===== src/rtl/mips_cpu_load_unit.sv =====
// mips_cpu_load_unit
//   Multi-cycle load unit sitting between execute and the register-file
//   write port. One load is accepted per handshake. The unit issues a single
//   word read on an Avalon-style master, extracts, extends or merges the
//   addressed bytes, and produces a one-cycle register write.
//
//   Configuration macro: MIPS_LOAD_UNALIGNED_EN
//     defined     - LWL (0x22) and LWR (0x26) merge bytes into rt, any alignment
//     not defined - LWL/LWR raise addr_error and perform no read and no write
//
// Parameters
//   READ_LATENCY    cycles from accepted read to valid mem_readdata (0..3)
//
// Ports
//   clk             rising-edge clock
//   reset           synchronous reset, active low
//   req_valid       load request valid
//   req_ready       unit idle and out of reset, can take a request
//   req_opcode      6-bit MIPS load opcode
//   req_addr        effective byte address
//   req_rt_index    destination register
//   req_rt_data     current rt value, merge source for LWL/LWR
//   mem_address     word-aligned read address
//   mem_read        read strobe, held while mem_waitrequest is high
//   mem_byteenable  4'hF while mem_read is high, otherwise 0
//   mem_waitrequest memory stall
//   mem_readdata    read data, little-endian byte lanes
//   write_index     register-file write index
//   write_enable    one-cycle register write strobe (never for r0)
//   write_data      value written to the register file
//   addr_error      one-cycle pulse on a misaligned or unsupported load
//   busy            unit is not idle
module mips_cpu_load_unit #(
  parameter int READ_LATENCY = 1
) (
  input  logic        clk,
  input  logic        reset,
  input  logic        req_valid,
  output logic        req_ready,
  input  logic [5:0]  req_opcode,
  input  logic [31:0] req_addr,
  input  logic [4:0]  req_rt_index,
  input  logic [31:0] req_rt_data,
  output logic [31:0] mem_address,
  output logic        mem_read,
  output logic [3:0]  mem_byteenable,
  input  logic        mem_waitrequest,
  input  logic [31:0] mem_readdata,
  output logic [4:0]  write_index,
  output logic        write_enable,
  output logic [31:0] write_data,
  output logic        addr_error,
  output logic        busy
);

  localparam logic [5:0] OP_LB  = 6'h20;
  localparam logic [5:0] OP_LH  = 6'h21;
  localparam logic [5:0] OP_LWL = 6'h22;
  localparam logic [5:0] OP_LBU = 6'h24;
  localparam logic [5:0] OP_LHU = 6'h25;
  localparam logic [5:0] OP_LWR = 6'h26;

  // Last DATA-cycle count value; the DATA state is never entered when the
  // read latency is zero, so the value only matters for latencies 1..3.
  localparam logic [1:0] LAST_CNT = (READ_LATENCY == 0) ? 2'd0 : 2'(READ_LATENCY - 1);

  typedef enum logic [2:0] {
    IDLE,
    REQ,
    DATA,
    WB,
    ERR
  } state_t;

  state_t      state_reg;
  logic [5:0]  op_reg;
  logic [1:0]  addr_lo_reg;
  logic [4:0]  rt_index_reg;
  logic [31:0] rt_data_reg;
  logic [1:0]  lat_cnt_reg;
  logic        mem_read_reg;
  logic [31:0] mem_address_reg;
  logic [3:0]  mem_byteenable_reg;
  logic        write_enable_reg;
  logic [4:0]  write_index_reg;
  logic [31:0] write_data_reg;
  logic        addr_error_reg;
  logic [31:0] load_value;

  // Misaligned or unsupported loads go down the error path. Unknown opcodes
  // behave as LW, including its word-alignment check.
  function automatic logic misaligned(input logic [5:0] op, input logic [1:0] a);
    case (op)
      OP_LB, OP_LBU: return 1'b0;
      OP_LH, OP_LHU: return a[0];
`ifdef MIPS_LOAD_UNALIGNED_EN
      OP_LWL, OP_LWR: return 1'b0;
`else
      OP_LWL, OP_LWR: return 1'b1;
`endif
      default: return (a != 2'b00);
    endcase
  endfunction

  // Byte extraction/merge on the captured word. LWL/LWR are always decoded
  // here; without the unaligned feature they simply never reach capture.
  function automatic logic [31:0] extract(input logic [5:0]  op,
                                          input logic [1:0]  a,
                                          input logic [31:0] w,
                                          input logic [31:0] rt);
    logic [7:0]  byte_sel;
    logic [15:0] half_sel;
    byte_sel = w[{a, 3'b000} +: 8];
    half_sel = a[1] ? w[31:16] : w[15:0];
    case (op)
      OP_LB:  return {{24{byte_sel[7]}}, byte_sel};
      OP_LBU: return {24'h000000, byte_sel};
      OP_LH:  return {{16{half_sel[15]}}, half_sel};
      OP_LHU: return {16'h0000, half_sel};
      OP_LWL: return (w << {(2'd3 - a), 3'b000}) | (rt & (32'h00FFFFFF >> {a, 3'b000}));
      OP_LWR: return (w >> {a, 3'b000}) | (rt & ~(32'hFFFFFFFF >> {a, 3'b000}));
      default: return w;
    endcase
  endfunction

  always_comb begin
    load_value = extract(op_reg, addr_lo_reg, mem_readdata, rt_data_reg);
  end

  always_ff @(posedge clk) begin
    if (!reset) begin
      state_reg          <= IDLE;
      op_reg             <= 6'd0;
      addr_lo_reg        <= 2'd0;
      rt_index_reg       <= 5'd0;
      rt_data_reg        <= 32'd0;
      lat_cnt_reg        <= 2'd0;
      mem_read_reg       <= 1'b0;
      mem_address_reg    <= 32'd0;
      mem_byteenable_reg <= 4'h0;
      write_enable_reg   <= 1'b0;
      write_index_reg    <= 5'd0;
      write_data_reg     <= 32'd0;
      addr_error_reg     <= 1'b0;
    end else begin
      // Strobes are single-cycle by default.
      write_enable_reg <= 1'b0;
      addr_error_reg   <= 1'b0;
      case (state_reg)
        IDLE: begin
          if (req_valid) begin
            op_reg       <= req_opcode;
            addr_lo_reg  <= req_addr[1:0];
            rt_index_reg <= req_rt_index;
            rt_data_reg  <= req_rt_data;
            if (misaligned(req_opcode, req_addr[1:0])) begin
              addr_error_reg <= 1'b1;
              state_reg      <= ERR;
            end else begin
              mem_read_reg       <= 1'b1;
              mem_byteenable_reg <= 4'hF;
              mem_address_reg    <= {req_addr[31:2], 2'b00};
              state_reg          <= REQ;
            end
          end
        end
        ERR: begin
          state_reg <= IDLE;
        end
        REQ: begin
          if (!mem_waitrequest) begin
            mem_read_reg       <= 1'b0;
            mem_byteenable_reg <= 4'h0;
            if (READ_LATENCY == 0) begin
              // Zero-latency memory: data is valid in the accept cycle.
              write_data_reg   <= load_value;
              write_index_reg  <= rt_index_reg;
              write_enable_reg <= (rt_index_reg != 5'd0);
              state_reg        <= WB;
            end else begin
              lat_cnt_reg <= 2'd0;
              state_reg   <= DATA;
            end
          end
        end
        DATA: begin
          if (lat_cnt_reg == LAST_CNT) begin
            write_data_reg   <= load_value;
            write_index_reg  <= rt_index_reg;
            write_enable_reg <= (rt_index_reg != 5'd0);
            state_reg        <= WB;
          end else begin
            lat_cnt_reg <= lat_cnt_reg + 2'd1;
          end
        end
        WB: begin
          state_reg <= IDLE;
        end
        default: begin
          state_reg <= IDLE;
        end
      endcase
    end
  end

  // Ready is gated by reset so nothing is accepted while reset is asserted.
  assign req_ready      = (state_reg == IDLE) && reset;
  assign busy           = (state_reg != IDLE);
  assign mem_read       = mem_read_reg;
  assign mem_address    = mem_address_reg;
  assign mem_byteenable = mem_byteenable_reg;
  assign write_index    = write_index_reg;
  assign write_enable   = write_enable_reg;
  assign write_data     = write_data_reg;
  assign addr_error     = addr_error_reg;

endmodule


===== config.mk =====
export PLATFORM = sky130hd
export DESIGN_NAME = mips_cpu_load_unit
export DESIGN_NICKNAME = d
export VERILOG_FILES = /design/src/rtl/mips_cpu_load_unit.sv
export SDC_FILE = /design/constraint.sdc
export NUM_CORES = 1
export LEC_CHECK = 0
export CORE_MARGIN = 2
export CORE_UTILIZATION = 53
export DETAILED_ROUTE_END_ITERATION = 10
export PLACE_DENSITY = 0.95
export SLEW_MARGIN = 20
export SYNTH_ARGS = -nofsm -noshare
export SYNTH_HDL_FRONTEND = slang
export SYNTH_SLANG_ARGS = --single-unit

===== constraint.sdc =====
create_clock -name clk -period 4.39 [get_ports clk]
set_input_delay 0.6585 -clock clk [delete_from_list [all_inputs] [get_ports clk]]
set_output_delay 0.6585 -clock clk [all_outputs]
set_load 0.02 [all_outputs]

==> impl_table.tex <==
\begin{tabular}{lr}
\hline
Metric & Value \\
\hline
\multicolumn{2}{l}{\textbf{STA}} \\
\quad Worst clock skew & 0.00885 ns \\
\quad Pin slew with the least headroom to its limit & 1.11 ns \\
\quad Count of final max-slew check failures & 0 \\
\quad Final Hold Vio Count & 0 \\
\quad Final total negative setup slack & 0 ns \\
\quad Minimum clock period & 3.02 ns \\
\quad RSZ-0062 raised after global routing & false \\
\quad Achievable clock frequency & 331 MHz \\
\quad Final setup violating endpoints & 0 \\
\quad Worst slew margin & 0.261 \\
\quad Share of the cycle needed by the critical path after routing & 0.688 \\
\multicolumn{2}{l}{\textbf{Synthesis}} \\
\quad Cell variety after synth & 62 \\
\quad Number of enable flip-flop cells after synthesis & 0 \\
\quad Post-synthesis sequential element count & 120 \\
\quad Top\_reg\_cell synth & sky130\_fd\_sc\_hd\_\_dfxtp\_1 \\
\quad Number of warning messages in the yosys log & 0 \\
\quad Synth async-reset ratio & 0 \\
\quad Average size of a mapped cell & 8.61 um\^{}2 \\
\quad Fraction of the yosys area taken by sequential cells & 0.341 \\
\quad Area of the mapped netlist & 7040 um\^{}2 \\
\quad Mapped Cells & 817 \\
\multicolumn{2}{l}{\textbf{Cells and area}} \\
\quad Antenna Cells & 0 \\
\quad Fin util & 0.720 \\
\quad Most common cell after layout, fill and taps aside & sky130\_fd\_sc\_hd\_\_nand2\_1 \\
\quad Synthesis-to-layout area growth & 33.8\% \\
\quad Nets@finish & 1068 \\
\quad Final Instance Area & 9420 um\^{}2 \\
\quad Share of layout cells above drive strength 1 & 0.102 \\
\quad Most frequent cells in the layout & sky130\_fd\_sc\_hd\_\_nand2\_1, sky130\_fd\_sc\_hd\_\_clkdlybuf4s50\_1, sky130\_fd\_sc\_hd\_\_dfxtp\_1 \\
\multicolumn{2}{l}{\textbf{Floorplan}} \\
\quad Row count & 42 \\
\quad Width of the die & 119 um \\
\quad Die ar. & 14200 um\^{}2 \\
\quad Die outline height & 119 um \\
\quad Core box area & 13100 um\^{}2 \\
\quad Boundary pin count & 189 \\
\quad Initial core utilization & 0.538 \\
\multicolumn{2}{l}{\textbf{Clocking}} \\
\quad Quantity of gates resized following cts & 0 \\
\quad Clock net sink count & 120 \\
\quad Clock Root Buffer & sky130\_fd\_sc\_hd\_\_clkbuf\_16 \\
\quad Clock insertion delay at the later pin of the skew report & 0.41 ns \\
\quad CTS tree & built \\
\quad Number of buffers added by the clock tree synthesis step & 17 \\
\quad Buffers inserted during post-CTS setup optimization & 0 \\
\quad H-Tree Level Count & 4 \\
\quad Clock transition time at the flip-flop clock pins of the worst setup and hold paths & 0.05 ns \\
\quad Maximum number of buffers from clock root to sink & 2 \\
\quad Cts hold-fix bufs & 0 \\
\multicolumn{2}{l}{\textbf{GRT}} \\
\quad Combined global-route utilization of all metal layers & 0.304 \\
\quad Total congestion overflow & 0 \\
\quad Pin count of the biggest net entering global routing & 76 \\
\quad Via count of the first global-routing pass & 6874 \\
\quad Number of antenna violations at the first check in global routing & 0 \\
\quad Global-route wire length before repair & 34300 um \\
\multicolumn{2}{l}{\textbf{Drt}} \\
\quad First-pass iteration count of the detailed router & 8 \\
\quad Amount of wire on met2 after detailed routing & 9970 um \\
\quad Met3 routed WL & 2440 um \\
\quad Residual DRC count & 0 \\
\quad Remaining number of nets flagged by the antenna check after routing & 0 \\
\quad Post-Route WL & 21800 um \\
\quad Routed via count divided by cell count & 6.15 \\
\quad Detail-routed net length per standard cell & 19.1 um \\
\quad DRT iter0 DRCs & 847 \\
\quad Top metal layer carrying routed signals & met4 \\
\quad Total via count in the routed design & 7034 \\
\quad Detailed-routing wirelength on met1 & 8160 um \\
\multicolumn{2}{l}{\textbf{Critical path}} \\
\quad Start-to-end type of the worst setup path & reg2reg \\
\quad Setup crit start kind & flop \\
\quad Critical Path Sink Type & flop \\
\quad Signal arrival time at the worst endpoint & 3.27 ns \\
\quad Worst Path Required & 4.64 ns \\
\quad Largest fanout of any net on the critical path & 27 \\
\multicolumn{2}{l}{\textbf{Power}} \\
\quad Pwr/cell area & 341 nW/um\^{}2 \\
\quad Reported leakage power & 3.28 nW \\
\quad Worst IR Drop VDD & 0.232 mV \\
\multicolumn{2}{l}{\textbf{Placement}} \\
\quad Weighted congestion reported at the end of routability-driven placement & 0.928 \\
\quad PortBufs & 186 \\
\quad Post-detailed-placement half-perimeter wirelength & 14700 um \\
\quad Total placed instance area & 8820 um\^{}2 \\
\multicolumn{2}{l}{\textbf{Job}} \\
\quad Max-cap viol count & 0 \\
\multicolumn{2}{l}{\textbf{Min path}} \\
\quad Hold Path Class & reg2reg \\
\multicolumn{2}{l}{\textbf{Outcome}} \\
\quad Status & finished, final reports clean \\
\hline
\end{tabular}
report_power, final:
| part | switching (mW) | total (mW) | internal, mW |
|---|---|---|---|
| combinational | 0.315 | 0.596 | 0.281 |
| sequential | 0.0579 | 1.20 | 1.14 |
| clock | 0.489 | 1.42 | 0.929 |
| total | 0.862 | 3.21 | 2.35 |
routing by layer:
layer,global-route usage,vias up
li1,-,3226
met1,0.358,3207
met2,0.482,487
met3,0.0987,114
met4,0.184,0
met5,0,-
Yosys cell counts, types with 4 or more instances:
cell | n | area [um^2]
sky130_fd_sc_hd__nand2_1 | 194 | 728
sky130_fd_sc_hd__buf_4 | 11 | 82.6
sky130_fd_sc_hd__a2111oi_2 | 8 | 120
sky130_fd_sc_hd__a22oi_1 | 16 | 120
sky130_fd_sc_hd__o21ai_0 | 38 | 190
sky130_fd_sc_hd__a21boi_0 | 50 | 375
sky130_fd_sc_hd__nand3b_1 | 6 | 45.0
sky130_fd_sc_hd__dfxtp_1 | 120 | 2400
sky130_fd_sc_hd__buf_6 | 5 | 56.3
sky130_fd_sc_hd__o21bai_1 | 15 | 113
sky130_fd_sc_hd__nand3_1 | 11 | 55.1
sky130_fd_sc_hd__nand2b_1 | 4 | 25.0
sky130_fd_sc_hd__a221oi_1 | 12 | 105
sky130_fd_sc_hd__a311oi_1 | 7 | 61.3
sky130_fd_sc_hd__o21ai_1 | 14 | 70.1
sky130_fd_sc_hd__mux2_2 | 12 | 135
sky130_fd_sc_hd__clkbuf_1 | 40 | 150
sky130_fd_sc_hd__mux4_2 | 16 | 360
sky130_fd_sc_hd__buf_2 | 21 | 105
sky130_fd_sc_hd__o2111ai_1 | 5 | 43.8
sky130_fd_sc_hd__nor4_1 | 4 | 25.0
sky130_fd_sc_hd__and3_1 | 17 | 106
sky130_fd_sc_hd__o41ai_1 | 7 | 61.3
sky130_fd_sc_hd__nor3_1 | 19 | 95.1
sky130_fd_sc_hd__o211ai_1 | 9 | 67.6
sky130_fd_sc_hd__mux2i_1 | 73 | 731
sky130_fd_sc_hd__and2_1 | 5 | 31.3
sky130_fd_sc_hd__a211oi_1 | 4 | 30.0
sky130_fd_sc_hd__nor2_1 | 16 | 60.1
sky130_fd_sc_hd__a21oi_1 | 19 | 95.1
sky130_fd_sc_hd__inv_1 | 4 | 15.0
worst paths after layout:
path | startpoint | endpoint | slack [ns] | cells past startpoint
min | write_data[8] | write_data[8] | 0.45 | 2
min reg2reg | write_data[8] | write_data[8] | 0.45 | 2
max reg2reg | state_reg[1] | write_data[22] | 1.37 | 4
max | state_reg[1] | write_data[22] | 1.37 | 4
metrics by stage:
step	total power [mW]	worst slack, ns	instances	hold WS (ns)
detailed placement	1.80	1.45	1113	0.446
CTS	3.21	1.43	1143	0.453
floorplan	1.56	2.26	818	0.440
global placement	1.79	1.49	1113	0.440
global route	3.32	1.17	1143	0.464
finish	3.21	1.37	1143	0.446
critical path, stage by stage (launching register included):
cell and delay [ns]:
sky130_fd_sc_hd__dfxtp_1 0.61, sky130_fd_sc_hd__nand4bb_1 0.72, sky130_fd_sc_hd__and2_1 0.82, sky130_fd_sc_hd__a221oi_1 0.52
sky130_fd_sc_hd__a22oi_1 0.18
cell families after synthesis:
| group | Yosys count | share of synthesized area |
|---|---|---|
| AO/OA/AOI/OAI | 214 | 0.226 |
| adder cells (fa/ha/maj) | 1 | 0.00178 |
| buffers and inverters | 85 | 0.0619 |
| flip-flops | 120 | 0.341 |
| multiplexers | 102 | 0.176 |
| other | 1 | 0.000533 |
| AND/OR/NAND/NOR | 294 | 0.192 |
area by class of cell:
type	instances	area, um^2
flip-flops and latches	120	2400
fillers	951	3670
clock buffers	22	474
repair buffers	199	1960
well taps	176	220
inverters	5	18.8
clock inverters	8	121
multi-input cells	613	4220
Note: power is estimated with default switching activity, not from simulation.
